[config.mk]
export PLATFORM = sky130hd
export DESIGN_NAME = mem_stage_lsu_flat
export DESIGN_NICKNAME = d
export VERILOG_FILES = /design/src/rtl/riscv_pkg.sv /design/src/rtl/mem_stage_lsu_if.sv /design/src/rtl/load_extend.sv /design/src/rtl/mem_stage_lsu.sv /design/src/flat_wrapper.sv
export SDC_FILE = /design/constraint.sdc
export NUM_CORES = 1
export LEC_CHECK = 0
export ABC_CLOCK_PERIOD_IN_PS = 4000
export CAP_MARGIN = 10
export CORE_AREA = 2 2 99 173
export DETAILED_ROUTE_END_ITERATION = 8
export DIE_AREA = 0 0 101 175
export GPL_TIMING_DRIVEN = 0
export PLACE_DENSITY = 0.77
export SYNTH_ARGS = -nofsm -noshare
export SYNTH_HDL_FRONTEND = slang
export SYNTH_SLANG_ARGS = --single-unit
export TNS_END_PERCENT = 30
[constraint.sdc]
create_clock -name clk -period 4 [get_ports clk]
set_input_delay 0.4 -clock clk [delete_from_list [all_inputs] [get_ports clk]]
set_output_delay 0.4 -clock clk [all_outputs]
set_load 0.005 [all_outputs]
[src/rtl/riscv_pkg.sv]
// riscv_pkg: RV32I opcode/funct3 encodings and load/store unit types shared by the MEM stage.
package riscv_pkg;
  typedef enum logic [6:0] {
    LUI = 7'b0110111, AUIPC = 7'b0010111, JAL = 7'b1101111, JALR = 7'b1100111,
    BTYPE = 7'b1100011, LTYPE = 7'b0000011, STYPE = 7'b0100011,
    ITYPE = 7'b0010011, RTYPE = 7'b0110011
  } op_code;
  typedef enum logic [2:0] {LB = 3'b000, LH = 3'b001, LW = 3'b010, LBU = 3'b100, LHU = 3'b101} l_func;
  typedef enum logic [2:0] {SB = 3'b000, SH = 3'b001, SW = 3'b010} s_func;
  typedef enum logic [1:0] {IDLE, REQ, WAIT} lsu_state_t;
  localparam logic [3:0] BE_BYTE = 4'b0001;
  localparam logic [3:0] BE_HALF = 4'b0011;
  localparam logic [3:0] BE_WORD = 4'b1111;
  // Unshifted byte-enable mask for an access; unknown funct3 falls back to a full word.
  function automatic logic [3:0] be_base(input logic [2:0] f3, input logic store);
    return store ? (f3 == SB ? BE_BYTE : f3 == SH ? BE_HALF : BE_WORD)
                 : (f3 == LB || f3 == LBU ? BE_BYTE : f3 == LH || f3 == LHU ? BE_HALF : BE_WORD);
  endfunction
endpackage

[src/rtl/mem_stage_lsu_if.sv]
// mem_stage_lsu_if: word-wide data-memory request/response port.
interface mem_stage_lsu_if #(parameter int XLEN = 32);
  logic            dmem_req;
  logic            dmem_we;
  logic [XLEN-1:0] dmem_addr;
  logic [3:0]      dmem_be;
  logic [XLEN-1:0] dmem_wdata;
  logic            dmem_gnt;
  logic            dmem_rvalid;
  logic [XLEN-1:0] dmem_rdata;
  modport master(output dmem_req, dmem_we, dmem_addr, dmem_be, dmem_wdata,
                 input dmem_gnt, dmem_rvalid, dmem_rdata);
  modport slave(input dmem_req, dmem_we, dmem_addr, dmem_be, dmem_wdata,
                output dmem_gnt, dmem_rvalid, dmem_rdata);
endinterface

[src/rtl/load_extend.sv]
// load_extend: selects the byte/halfword lane of a read word and sign/zero-extends it.
module load_extend import riscv_pkg::*; #(
  parameter int XLEN = 32
) (
  input  logic [2:0]      funct3_i,
  input  logic [1:0]      lane_i,
  input  logic [XLEN-1:0] rdata_i,
  output logic [XLEN-1:0] data_o
);
  logic [7:0]  b;
  logic [15:0] h;
  always_comb begin
    b = rdata_i[8*lane_i +: 8];
    h = lane_i[1] ? rdata_i[31:16] : rdata_i[15:0];
    data_o = funct3_i == LB  ? {{(XLEN-8){b[7]}}, b} :
             funct3_i == LBU ? {{(XLEN-8){1'b0}}, b} :
             funct3_i == LH  ? {{(XLEN-16){h[15]}}, h} :
             funct3_i == LHU ? {{(XLEN-16){1'b0}}, h} : rdata_i;
  end
endmodule

[src/rtl/mem_stage_lsu.sv]
// mem_stage_lsu: RV32I MEM stage; issues data-memory requests, stalls while they are
// outstanding, and produces the MEM/WB result (load data or passed-through ALU result).
module mem_stage_lsu import riscv_pkg::*; #(
  parameter int XLEN        = 32,
  parameter int MEM_TIMEOUT = 255
) (
  input  logic                    clk,
  input  logic                    rst_n,
  input  logic                    ex_valid,
  input  logic [6:0]              ex_opcode,
  input  logic [2:0]              ex_funct3,
  input  logic [XLEN-1:0]         ex_alu_result,
  input  logic [XLEN-1:0]         ex_store_data,
  input  logic [4:0]              ex_rd,
  input  logic                    flush,
  mem_stage_lsu_if.master         dmem,
  output logic                    mem_stall,
  output logic                    wb_valid,
  output logic [4:0]              wb_rd,
  output logic [XLEN-1:0]         wb_data,
  output logic                    misalign,
  output logic                    bus_err
);
  localparam int CW = $clog2(MEM_TIMEOUT + 1);
  lsu_state_t      state_q, state_d;
  logic [XLEN-1:0] addr_q, sdata_q, wb_data_q, cur_addr, cur_sdata, ld_data;
  logic [2:0]      f3_q, cur_f3;
  logic [4:0]      rd_q, wb_rd_q, cur_rd;
  logic [3:0]      base;
  logic [CW-1:0]   cnt_q, cnt_d;
  logic st_q, kill_q, kill_d, wb_valid_q, misalign_q, bus_err_q;
  logic idle, mem_op, ex_go, cur_st, mis, issue, req_phase, withdraw, granted;
  logic resp, done, timeout, discard, pass, req;

  // In IDLE the request is built straight from EX/MEM so it can go out the same cycle;
  // afterwards the captured copy keeps every request field stable.
  always_comb begin
    idle      = state_q == IDLE;
    mem_op    = ex_opcode == LTYPE || ex_opcode == STYPE;
    ex_go     = ex_valid && !flush;
    cur_addr  = idle ? ex_alu_result : addr_q;
    cur_sdata = idle ? ex_store_data : sdata_q;
    cur_f3    = idle ? ex_funct3 : f3_q;
    cur_rd    = idle ? ex_rd : rd_q;
    cur_st    = idle ? ex_opcode == STYPE : st_q;
    base      = be_base(cur_f3, cur_st);
    mis       = base == BE_HALF ? cur_addr[0] : (base == BE_WORD && cur_addr[1:0] != 2'b00);
    issue     = idle && ex_go && mem_op && !mis;
    withdraw  = state_q == REQ && flush;
    req_phase = issue || (state_q == REQ && !flush);
    granted   = req_phase && dmem.dmem_gnt;
    resp      = dmem.dmem_rvalid && (state_q == WAIT || (granted && !cur_st));
    done      = (granted && cur_st) || resp;
    timeout   = !idle && !done && !withdraw && cnt_q == CW'(MEM_TIMEOUT - 1);
    discard   = state_q == WAIT && (kill_q || flush);
    pass      = idle && ex_go && !mem_op;
  end

  load_extend #(.XLEN(XLEN)) u_ext (
    .funct3_i(cur_f3), .lane_i(cur_addr[1:0]), .rdata_i(dmem.dmem_rdata), .data_o(ld_data)
  );

  always_ff @(posedge clk or negedge rst_n)
    if (!rst_n) state_q <= IDLE;
    else        state_q <= state_d;

  always_comb begin
    state_d = (!(req_phase || state_q == WAIT) || done || timeout) ? IDLE :
              (state_q == WAIT || granted) ? WAIT : REQ;
    cnt_d   = (idle || state_d == IDLE) ? '0 : cnt_q + 1'b1;
    kill_d  = state_q == WAIT && (kill_q || flush);
  end

  always_comb begin
    req             = rst_n && req_phase;
    dmem.dmem_req   = req;
    dmem.dmem_we    = req && cur_st;
    dmem.dmem_addr  = req ? {cur_addr[XLEN-1:2], 2'b00} : '0;
    dmem.dmem_be    = req ? base << cur_addr[1:0] : '0;
    dmem.dmem_wdata = !req ? '0 : base == BE_BYTE ? {(XLEN/8){cur_sdata[7:0]}} :
                      base == BE_HALF ? {(XLEN/16){cur_sdata[15:0]}} : cur_sdata;
    mem_stall       = rst_n && (issue || !idle);
    wb_valid        = wb_valid_q;
    wb_rd           = wb_rd_q;
    wb_data         = wb_data_q;
    misalign        = misalign_q;
    bus_err         = bus_err_q;
  end

  always_ff @(posedge clk or negedge rst_n)
    if (!rst_n) begin
      addr_q     <= '0;
      sdata_q    <= '0;
      f3_q       <= '0;
      rd_q       <= '0;
      st_q       <= 1'b0;
      kill_q     <= 1'b0;
      cnt_q      <= '0;
      wb_valid_q <= 1'b0;
      wb_rd_q    <= '0;
      wb_data_q  <= '0;
      misalign_q <= 1'b0;
      bus_err_q  <= 1'b0;
    end else begin
      if (issue) begin
        addr_q  <= ex_alu_result;
        sdata_q <= ex_store_data;
        f3_q    <= ex_funct3;
        rd_q    <= ex_rd;
        st_q    <= ex_opcode == STYPE;
      end
      kill_q     <= kill_d;
      cnt_q      <= cnt_d;
      wb_valid_q <= pass || (granted && cur_st) || (resp && !discard);
      wb_rd_q    <= pass ? ex_rd : (resp && !discard) ? cur_rd : '0;
      wb_data_q  <= pass ? ex_alu_result : (resp && !discard) ? ld_data : '0;
      misalign_q <= idle && ex_go && mem_op && mis;
      bus_err_q  <= timeout;
    end
endmodule

[src/flat_wrapper.sv]
// flat-port wrapper written by rule: the top's interface ports become plain ports
module mem_stage_lsu_flat import riscv_pkg::*;
#(
  parameter int XLEN        = 32,
  parameter int MEM_TIMEOUT = 255
)
  (clk, rst_n, ex_valid, ex_opcode, ex_funct3, ex_alu_result, ex_store_data, ex_rd, flush, mem_stall, wb_valid, wb_rd, wb_data, misalign, bus_err, dmem_dmem_req, dmem_dmem_we, dmem_dmem_addr, dmem_dmem_be, dmem_dmem_wdata, dmem_dmem_gnt, dmem_dmem_rvalid, dmem_dmem_rdata);
  mem_stage_lsu_if #(.XLEN(XLEN)) dmem_i ();
  input  logic clk;
  input  logic rst_n;
  input  logic ex_valid;
  input  logic [6:0] ex_opcode;
  input  logic [2:0] ex_funct3;
  input  logic [XLEN-1:0] ex_alu_result;
  input  logic [XLEN-1:0] ex_store_data;
  input  logic [4:0] ex_rd;
  input  logic flush;
  output logic mem_stall;
  output logic wb_valid;
  output logic [4:0] wb_rd;
  output logic [XLEN-1:0] wb_data;
  output logic misalign;
  output logic bus_err;
  output wire logic [$bits(dmem_i.dmem_req)-1:0] dmem_dmem_req;
  output wire logic [$bits(dmem_i.dmem_we)-1:0] dmem_dmem_we;
  output wire logic [$bits(dmem_i.dmem_addr)-1:0] dmem_dmem_addr;
  output wire logic [$bits(dmem_i.dmem_be)-1:0] dmem_dmem_be;
  output wire logic [$bits(dmem_i.dmem_wdata)-1:0] dmem_dmem_wdata;
  input wire logic [$bits(dmem_i.dmem_gnt)-1:0] dmem_dmem_gnt;
  input wire logic [$bits(dmem_i.dmem_rvalid)-1:0] dmem_dmem_rvalid;
  input wire logic [$bits(dmem_i.dmem_rdata)-1:0] dmem_dmem_rdata;
  assign dmem_dmem_req = dmem_i.dmem_req;
  assign dmem_dmem_we = dmem_i.dmem_we;
  assign dmem_dmem_addr = dmem_i.dmem_addr;
  assign dmem_dmem_be = dmem_i.dmem_be;
  assign dmem_dmem_wdata = dmem_i.dmem_wdata;
  assign dmem_i.dmem_gnt = dmem_dmem_gnt;
  assign dmem_i.dmem_rvalid = dmem_dmem_rvalid;
  assign dmem_i.dmem_rdata = dmem_dmem_rdata;
  mem_stage_lsu #(.XLEN(XLEN), .MEM_TIMEOUT(MEM_TIMEOUT)) u_core (.clk(clk), .rst_n(rst_n), .ex_valid(ex_valid), .ex_opcode(ex_opcode), .ex_funct3(ex_funct3), .ex_alu_result(ex_alu_result), .ex_store_data(ex_store_data), .ex_rd(ex_rd), .flush(flush), .dmem(dmem_i), .mem_stall(mem_stall), .wb_valid(wb_valid), .wb_rd(wb_rd), .wb_data(wb_data), .misalign(misalign), .bus_err(bus_err));
endmodule
Word-level counts from Yosys, hierarchy flattened
Index checks and enable logic that the tools add are counted. W data, S select, Z words.

Add/subtract/negate cells: 1. Eq/ne operators: 11. Shifts and indexed selects: 2. Multiplexer cells: 28. Reductions and logical operators: 49.

Operators with widths (number): $mux W32 (12); $shiftx A32 B6 Y8 (1); $mux W4 (6); $logic_and A1 B1 Y1 (21); $mux W16 (1); $logic_or A1 B1 Y1 (15); $mux W5 (3); $logic_not A1 Y1 (9); $add A8 B1 Y8 const B (1); $eq A8 B8 Y1 const B (1); $mux W8 (1); $eq A7 B2 Y1 const B (1); $eq A7 B6 Y1 const B (1); $eq A3 B3 Y1 const B (2); $eq A4 B1 Y1 const B (1); $eq A4 B2 Y1 const B (1); $eq A4 B4 Y1 const B (1); $logic_not A2 Y1 (2); $mux W2 (2); $shl A4 B2 Y4 (1); $eq A3 B1 Y1 const B (1); $logic_not A3 Y1 (1); $mux W3 (1); $eq A2 B1 Y1 const B (1); other kinds (3) (4).

Register bits after elaboration: 124. Input port bits: 117. Output and inout bits: 111. Word-level logic and storage cells: 104.

Longest topological paths before layout
Gate-level depths: netlist of the first run.

Depth after elaboration: 27. Mapped depth: 10.

Hierarchy
From an unflattened synthesis of the first run, not the netlist that was laid out.

Cell total of the unflattened synthesis: 813. Area, all modules: 7567.3 sq um.

By module, submodules not included: mem_stage_lsu (instances 1, cells an instance 686, area an instance 6636.4 sq um, seq. area each 3103.0 sq um); load_extend (instances 1, cells an instance 127, area an instance 930.9 sq um, seq. area each 0.0 sq um).

Worst setup path after synthesis of the first run
OpenSTA, ideal clock, no wires.

Path kind: reg-to-output. Start point: register u_core.state_q[1]. End point: output mem_stall. Arrival time: 2.122 ns. Slack: 1.478 ns. Cell stages (with the launch flop): 9. Path buffers: 3. Path through: dfrtp_1 buf_4 nor2_4 mux2i_1 nand3_1 a311oi_2 buf_4 buf_4 o21a_1.

Longest elaborated chain between the ends: 14.

RTL lines: start, declared (line mem_stage_lsu.sv:25) `lsu_state_t state_q, state_d;`; start signal, assigned (line mem_stage_lsu.sv:65) `else state_q <= state_d;`; $logic_not A2 Y1 (*) (line mem_stage_lsu.sv:38) `idle = state_q == IDLE;`; $mux W3 (line mem_stage_lsu.sv:43) `cur_f3 = idle ? ex_funct3 : f3_q;`; $eq A3 B1 Y1 or $eq A3 B3 Y1 (tied branches) (line riscv_pkg.sv:16, riscv_pkg.sv:17); $logic_or A1 B1 Y1 (line riscv_pkg.sv:17) `: (f3 == LB || f3 == LBU ? BE_BYTE : f3 == LH || f3 == LHU ? BE_HALF : BE_WORD);`; $mux W4 (2 in a row) (line riscv_pkg.sv:17); $mux W4 (line riscv_pkg.sv:16) `return store ? (f3 == SB ? BE_BYTE : f3 == SH ? BE_HALF : BE_WORD)`; $eq A4 B4 Y1 (line mem_stage_lsu.sv:47) `mis = base == BE_HALF ? cur_addr[0] : (base == BE_WORD && cur_addr[1:0] != 2'b00);`; $logic_and A1 B1 Y1 (line mem_stage_lsu.sv:47); $mux W1 (line mem_stage_lsu.sv:47); $logic_not A1 Y1 (line mem_stage_lsu.sv:48) `issue = idle && ex_go && mem_op && !mis;`; $logic_and A1 B1 Y1 (line mem_stage_lsu.sv:48); $logic_or A1 B1 Y1 (*) (line mem_stage_lsu.sv:82) `mem_stall = rst_n && (issue || !idle);`; $logic_and A1 B1 Y1 (*) (line mem_stage_lsu.sv:82); end, declared (line flat_wrapper.sv:18) `output logic mem_stall;`.

Mark *: on every way between the ends. The rest lies on a longest branch, timed or not.

Worst setup path after layout of the first run
Start point: input flush. End point: output dmem_dmem_wdata[26].

Longest elaborated chain between the ends: 8.

RTL lines: start, declared (line flat_wrapper.sv:17) `input logic flush;`; $logic_not A1 Y1 (*) (line mem_stage_lsu.sv:40, mem_stage_lsu.sv:50); $logic_and A1 B1 Y1 (line mem_stage_lsu.sv:40) `ex_go = ex_valid && !flush;`; $logic_and A1 B1 Y1 (3 in a row) (line mem_stage_lsu.sv:48); $logic_or A1 B1 Y1 (*) (line mem_stage_lsu.sv:50) `req_phase = issue || (state_q == REQ && !flush);`; $logic_and A1 B1 Y1 (*) (line mem_stage_lsu.sv:75) `req = rst_n && req_phase;`; $mux W32 (*) (line mem_stage_lsu.sv:80) `dmem.dmem_wdata = !req ? '0 : base == BE_BYTE ? {(XLEN/8){cur_sdata[7:0]}} :`; end, declared (line flat_wrapper.sv:28) `output wire logic [$bits(dmem_i.dmem_wdata)-1:0] dmem_dmem_wdata;`.

Marks and branches as above.

==> reports/results.tsv, run 1 <==
stage	metric	value	unit
grt	vias in the first global route	6802	
yosys	flops & latches, synth	124	
floorplan	core area	0.01629	sq mm
yosys	syn_area_per_cell	9.555	sq um
clock_network	cts bufs inserted	17	
floorplan	die area	0.01768	sq mm
routing	Detail Route met2 WL	12750	microns
yosys	synth unique cells	64	
routing	antenna viol nets, final	0	
sta	setup violators final	0	
sta	Final Max Slew Viols	0	
yosys	Async S/R FF share, synth	100.0	%
grt	GRT Total Usage	27.08	%
routing	M1 wire length	8789	microns
floorplan	site row count	62	
clock_network	Clock Tree Buf Depth	2	
layout	layout net count	1106	
yosys	Main synth FF type	dfrtp_1	
worst_setup_path	CP endpoint kind	output port	
routing	via count	6776	
floorplan	Die Span Y	175	microns
run_status	status	finished, final reports clean	
routing	initial drt markers	510	
worst_setup_path	startpoint types	primary input	
power_and_ir_drop	LEAKAGE	4.537	nW
clock_network	clock latency on the worst-skew pair	0.42	ns
sta	max_slew headroom	41.69	%
yosys	Ys Warns	0	
sta	clk_skew	0.01407	ns
routing	drt first pass iters	5	
power_and_ir_drop	Total Power	0.003432	W
worst_setup_path	CP Cell Sequence	clkdlybuf4s50_1 -> or4b_4 -> nor4_4 -> nand2_1 -> o21ai_2 -> nand2_2 -> inv_4 -> o21ai_0 -> a221oi_2 -> clkdlybuf4s50_1	
clock_network	H-tree Lvls	4	
sta	Period minus WS final	3.979	ns
clock_network	Root Driver	clkbuf_16	
placed_design	HPWL Detailed	18050	microns
yosys	Mapped Area	0.007023	sq mm
run	maxcap violations	0	
routing	DRC Markers	0	
sta	final setup margin	0.02148	ns
layout	Multi-input gate area	0.003680	sq mm
worst_setup_path	FF-to-FF path depth	8	
yosys	Post-synth EDFFs	0	
placed_design	worst slack, placed	-0.2093	ns
sta	Tcrit/Tclk final	99.46	%
floorplan	I/O pins	228	
layout	Fill cells	1359	
layout	Register Area	0.003103	sq mm
yosys	Synth top cells by count	146 x nand2_1, 124 x dfrtp_1, 51 x a21oi_1	
yosys	Area contributors post-synth	dfrtp_1 44%, nand2_1 7.8%, mux2_1 7.5%	
layout	area delta synth->final	46.62	%
routing	routed len/inst	20.07	microns
worst_setup_path	Worst Path Required	3.60	ns
grt	first-pass GRT wire length	36830	microns
sta	final number of hold-violating endpoints	0	
sta	Worst-Margin Slew	0.8706	ns
floorplan	die width	101	microns
power_and_ir_drop	Power Density	333.3	mW/mm^2
sta	WHS	0.4362	ns
yosys	Synth Instances	735	
sta	setup_tns	0	ns
routing	Routed WL	23900	microns
worst_setup_path	critical path class	primary input to output port	
yosys	post-synth top area share	44.18	%
routing	max layer used	met4	
worst_setup_path	crit-path max FO	9	
grt	largest net degree at the start of global routing	98	
routing	vias per inst	5.689	
yosys	sequential cell area fraction in the yosys report	44.18	%
clock_network	CTS clk-pin slew, worst paths	0.06	ns
grt	Remaining Overflow, GRT	0	
layout	antenna fix cells	0	
clock_network	clock sink count	124	
yosys	count leader, synth	nand2_1	
power_and_ir_drop	Peak VDD IR	0.0002375	V
placed_design	placed inst area	0.009548	sq mm
placed_design	placer congestion estimate	0.9401	
layout	Design Area, Final	0.01030	sq mm
worst_setup_path	Worst path max stage delay	0.58	ns
grt	initial antenna violation count	0	
routing	metal3 WL	1275	microns
worst_setup_path	Most common cell on crit path	clkdlybuf4s50_1	
layout	share of layout cells above drive strength 1	12.31	%
yosys	largest area contributor in the netlist	dfrtp_1	
worst_setup_path	Crit path arrival time	3.58	ns
sta	Fmax achieved	251.4	MHz
worst_setup_path	CP max-delay cell	or4b_4	
floorplan	Initial Util	43.11	%
hold_path	HP Class	primary input to async pin	
clock_network	TritonCTS clock tree	done	
placed_design	IO buf count	225	
-- metal layers --
metal	vias up	global-route usage [%]
li1	3130	-
met5	-	0
met4	0	12.61
met2	273	48.58
met3	69	3.760
met1	3304	31.15
-- sequential cells by signal, summed over array words and instances (netlist names), 2 cells and up --
name and cells:
u_core.addr_q 32, u_core.cnt_q 8, u_core.f3_q 3, u_core.rd_q 5
u_core.sdata_q 32, u_core.state_q 2, u_core.wb_data 32, u_core.wb_rd 5
-- final timing paths --
kind	from	endpoint	slack [ns]
min in group clk	u_core.addr_q[0]	u_core.addr_q[0]	0.48
max reg2reg	u_core.state_q[0]	u_core.addr_q[12]	1.08
max	flush	dmem_dmem_wdata[26]	0.02
min	rst_n	u_core.addr_q[22]	0.44
max in group asynchronous	rst_n	u_core.addr_q[3]	2.77
min reg2reg	u_core.addr_q[0]	u_core.addr_q[0]	0.48
-- cells in the final DEF, fill, tap and decap left out, types with 4 or more instances in the layout --
| master | count |
|---|---|
| a21oi_1 | 51 |
| a221oi_1 | 7 |
| a22o_1 | 5 |
| a311oi_1 | 8 |
| a31oi_1 | 19 |
| and2_1 | 8 |
| buf_2 | 11 |
| buf_4 | 11 |
| buf_6 | 6 |
| clkbuf_1 | 25 |
| clkbuf_16 | 17 |
| clkbuf_8 | 4 |
| clkdlybuf4s50_1 | 222 |
| clkinvlp_4 | 4 |
| dfrtp_1 | 124 |
| inv_1 | 6 |
| mux2_1 | 47 |
| mux2_2 | 35 |
| mux2i_1 | 32 |
| nand2_1 | 145 |
| nand2b_1 | 16 |
| nand3_1 | 22 |
| nor2_1 | 33 |
| o2111ai_1 | 8 |
| o211ai_1 | 7 |
| o21ai_0 | 27 |
| o21ai_1 | 17 |
| or3_1 | 8 |
-- power breakdown --
part | switching, W | total, W | internal (W)
Combinational | 0.000226 | 0.000466 | 0.000240
Clock | 0.000574 | 0.00161 | 0.00104
Sequential | 0.0000329 | 0.00135 | 0.00132
Total | 0.000833 | 0.00343 | 0.00260
-- kinds of logic (layout without fill, tap and decap cells) --
family | Yosys count | in the layout | synth area share (%)
compound gates | 171 | 171 | 15.66
buf+inv | 59 | 322 | 4.258
mux | 116 | 116 | 17.99
other cells | 1 | 2 | 0.05340
flops | 124 | 124 | 44.18
fa+ha+maj | 2 | 2 | 0.3563
simple gates | 256 | 256 | 16.75
xor+xnor | 6 | 6 | 0.7484
-- critical path: cells and delay by family --
family	cells	cell delay (ns)
AND/OR/NAND/NOR	4	1.29
AO/OA/AOI/OAI	3	0.67
buffers and inverters	3	1.21
-- area by class of cell --
class | instances | share of cell area [%]
Buffer | 52 | 2.722
Sequential cell | 124 | 30.13
Inverter | 7 | 0.2795
Timing Repair Buffer | 232 | 22.78
Clock inverter | 10 | 1.349
Clock buffer | 21 | 4.666
Tap cell | 192 | 2.333
Multi-Input combinational cell | 553 | 35.74
-- metrics by stage --
step	instances	util [%]
floorplan	736	-
global placement	1153	58.43
detailed placement	1154	58.61
CTS	1186	62.63
global route	1191	63.21
finish	1191	63.21
-- repair_timing --
item,4_1_cts,5_1_grt
hold endpoints to repair,28,0
resized for setup,5,18
setup buffers,0,5
hold buffers,1,0
setup endpoints to repair,48,27
pin swaps,0,3
(Power assumes the default switching activity.)
==> run 2, diff against run 1 <==
--- a/config.mk
+++ b/config.mk
@@ -5,13 +5,15 @@
 export SDC_FILE = /design/constraint.sdc
 export NUM_CORES = 1
 export LEC_CHECK = 0
-export ABC_CLOCK_PERIOD_IN_PS = 4000
+export ABC_CLOCK_PERIOD_IN_PS = 3800
 export CAP_MARGIN = 10
 export CORE_AREA = 2 2 99 173
+export CTS_CLUSTER_SIZE = 12
 export DETAILED_ROUTE_END_ITERATION = 8
 export DIE_AREA = 0 0 101 175
 export GPL_TIMING_DRIVEN = 0
 export PLACE_DENSITY = 0.77
+export SKIP_CTS_REPAIR_TIMING = 1
 export SYNTH_ARGS = -nofsm -noshare
 export SYNTH_HDL_FRONTEND = slang
 export SYNTH_SLANG_ARGS = --single-unit
==> constraint.sdc (replaced) <==
create_clock -name clk -period 3.8 [get_ports clk]
set_input_delay 0.38 -clock clk [delete_from_list [all_inputs] [get_ports clk]]
set_output_delay 0.38 -clock clk [all_outputs]
set_load 0.005 [all_outputs]
==> run 2 against run 1 <==
The run now ends with setup timing left. Sequential share of layout area is 0.15 points lower. Via count is 0.25% lower. Non-clock buffer count stayed put. First-iteration DRC count is 4.5% lower. Combinational power is 6.0% higher. Register-to-register slack worse by 0.35 ns. Routed wire length is 0.55% higher. Sequential power is 5% higher. Critical path depth is 1 lower. Clock power is 6% higher. Clock skew is 0.0019 ns lower. Worst setup slack worse by 0.12 ns.
==> reports/results.tsv, run 2 (same netlist as run 1, synthesis figures left out) <==
stage	metric	value	unit	change
routing	Routed WL	24030	microns	+0.55%
floorplan	die width	101	microns	unchanged
layout	most frequent cells in the layout	215 x clkdlybuf4s50_1, 145 x nand2_1, 124 x dfrtp_1		
sta	Period minus WS final	3.899	ns	
power_and_ir_drop	combinational share of power	13.7	%	about the same
sta	clk_skew	0.01222	ns	-0.001854 ns
grt	largest net degree at the start of global routing	98		unchanged
sta	setup violators final	1		+1
power_and_ir_drop	Peak VDD IR	0.0002462	V	+3.7%
clock_network	clock latency on the worst-skew pair	0.42	ns	about the same
power_and_ir_drop	LEAKAGE	4.681	nW	+3.2%
routing	initial drt markers	487		-4.5%
worst_setup_path	startpoint types	flop		
worst_setup_path	Worst Path Required	3.42	ns	-0.18 ns
worst_setup_path	Crit path arrival time	3.52	ns	-0.06 ns
grt	GRT Total Usage	27.01	%	-0.074 points
clock_network	TritonCTS clock tree	done		
sta	final number of hold-violating endpoints	0		unchanged
routing	antenna viol nets, final	0		unchanged
worst_setup_path	crit-path max FO	10		+1
run_status	status	complete, but fails checks		
layout	commonest non-fill, non-tap cell in the layout	clkdlybuf4s50_1		
sta	Worst-Margin Slew	0.8559	ns	-0.01472 ns
sta	Fmax achieved	256.5	MHz	
power_and_ir_drop	switching power total	0.0008783	W	+5.4%
grt	vias in the first global route	6779		-0.34%
sta	RSZ-0062 raised after global routing	yes		
placed_design	HPWL Detailed	18050	microns	unchanged
layout	layout net count	1106		unchanged
clock_network	clock sink count	124		unchanged
sta	Final Max Slew Viols	0		unchanged
worst_setup_path	CP endpoint kind	output port		
run_status	failing checks	setup timing		
grt	initial antenna violation count	0		unchanged
routing	DRC Markers	0		unchanged
sta	max_slew headroom	42.67	%	+0.99 points
worst_setup_path	critical path class	flop to output port		
layout	antenna fix cells	0		unchanged
clock_network	H-tree Lvls	4		unchanged
clock_network	cts bufs inserted	17		unchanged
power_and_ir_drop	Power Density	349.3	mW/mm^2	+4.8%
floorplan	core area	0.01629	sq mm	unchanged
power_and_ir_drop	Internal Power	0.002736	W	+5.3%
grt	Remaining Overflow, GRT	0		unchanged
floorplan	die area	0.01768	sq mm	unchanged
placed_design	placer congestion estimate	0.9401		unchanged
grt	first-pass GRT wire length	36710	microns	-0.32%
clock_network	CTS clk-pin slew, worst paths	0.05	ns	about the same
worst_setup_path	CP max-delay cell	clkdlybuf4s50_1		
hold_path	HP Class	primary input to flop		
layout	Non-Filler Instances	1191		unchanged
power_and_ir_drop	Sw Share	24.30	%	+0.030 points
placed_design	IO buf count	225		unchanged
run	maxcap violations	0		unchanged
worst_setup_path	Worst path max stage delay	0.49	ns	-0.09 ns
routing	vias per inst	5.675		-0.25%
sta	Tcrit/Tclk final	102.6	%	
layout	share of layout cells above drive strength 1	13.31	%	+1.0 points
placed_design	worst slack, placed	-0.3693	ns	-0.1600 ns
routing	via count	6759		-0.25%
power_and_ir_drop	clock group share of total power	47.0	%	about the same
worst_setup_path	CP Cell Sequence	buf_4 -> nor2_4 -> mux2i_2 -> nand2_1 -> a311oi_2 -> buf_4 -> buf_4 -> o21a_1 -> clkdlybuf4s50_1		
floorplan	Initial Util	43.11	%	unchanged
floorplan	site row count	62		unchanged
floorplan	I/O pins	228		unchanged
placed_design	DP Cell Count	1154		unchanged
layout	area delta synth->final	47.34	%	
worst_setup_path	Most common cell on crit path	buf_4		
routing	routed len/inst	20.18	microns	+0.55%
clock_network	Clock Tree Buf Depth	2		unchanged
clock_network	Root Driver	clkbuf_16		
floorplan	Die Span Y	175	microns	unchanged
sta	final setup margin	-0.09938	ns	-0.1209 ns
routing	drt first pass iters	5		unchanged
power_and_ir_drop	sequential power share	39.3	%	about the same
run 2: critical path, delay by kind of cell (launching register included):
| kind | cells | cell delay (ns) |
|---|---|---|
| and+or+nand+nor | 2 | 0.46 |
| AOI/OAI and AO/OA | 2 | 0.56 |
| muxes | 1 | 0.39 |
| DFF | 1 | 0.42 |
| buffers and inverters | 4 | 1.27 |
run 2: final timing paths:
kind | start | cells after the start | endpoint | slack, ns
hold / removal | flush | 3 | u_core.kill_q | 0.40
setup / recovery | u_core.state_q[0] | 9 | mem_stall | -0.1
hold reg to reg | u_core.addr_q[0] | 1 | u_core.addr_q[0] | 0.48
min in group asynchronous | rst_n | 2 | u_core.addr_q[22] | 0.42
setup reg to reg | u_core.state_q[0] | 9 | u_core.wb_data[6] | 0.73
max in group asynchronous | rst_n | 3 | u_core.addr_q[2] | 2.59
run 2: final cells by class:
class / count / area, sq um
well taps: 192 / 240.2
repair buffers: 233 / 2371
clock buffers: 21 / 480.5
multi-input cells: 553 / 3697
flip-flops and latches: 124 / 3103
inverters: 7 / 28.78
plain buffers: 51 / 287.8
clock inverters: 10 / 138.9
fillers: 1347 / 5943
run 2: per-stage QoR:
| stage | util, % | cell area (sq um) | power, W | TNS, ns | hold WS [ns] |
|---|---|---|---|---|---|
| 2_1_floorplan | - | 7027 | 0.001634 | 0 | 0.08441 |
| 3_3_place_gp | 58.43 | 9519 | 0.001910 | -649.66 | 0.4650 |
| 3_5_place_dp | 58.61 | 9548 | 0.001922 | -14.97 | 0.2766 |
| 4_1_cts | 62.41 | 10170 | 0.003618 | -15.91 | -0.1580 |
| 5_1_grt | 63.52 | 10350 | 0.003737 | -0.2172 | 0.4190 |
| 6_report | 63.52 | 10350 | 0.003614 | -0.09938 | 0.4037 |
run 2: power by group through the flow:
stage	Sequential, W	Clock, W	Combinational, W
2_1_floorplan	0.00143	0	0.000199
4_1_cts	0.00142	0.00171	0.000484
3_5_place_dp	0.00144	0	0.000480
5_1_grt	0.00143	0.00178	0.000534
6_report	0.00142	0.00170	0.000494
3_3_place_gp	0.00144	0	0.000469
run 2: layer usage:
metal	up-vias	global-route usage, %	wire length [microns]
met5	-	0	0
met4	0	12.44	924
met3	56	3.680	1400
met2	299	48.53	12880
met1	3275	31.10	8822
li1	3129	-	-
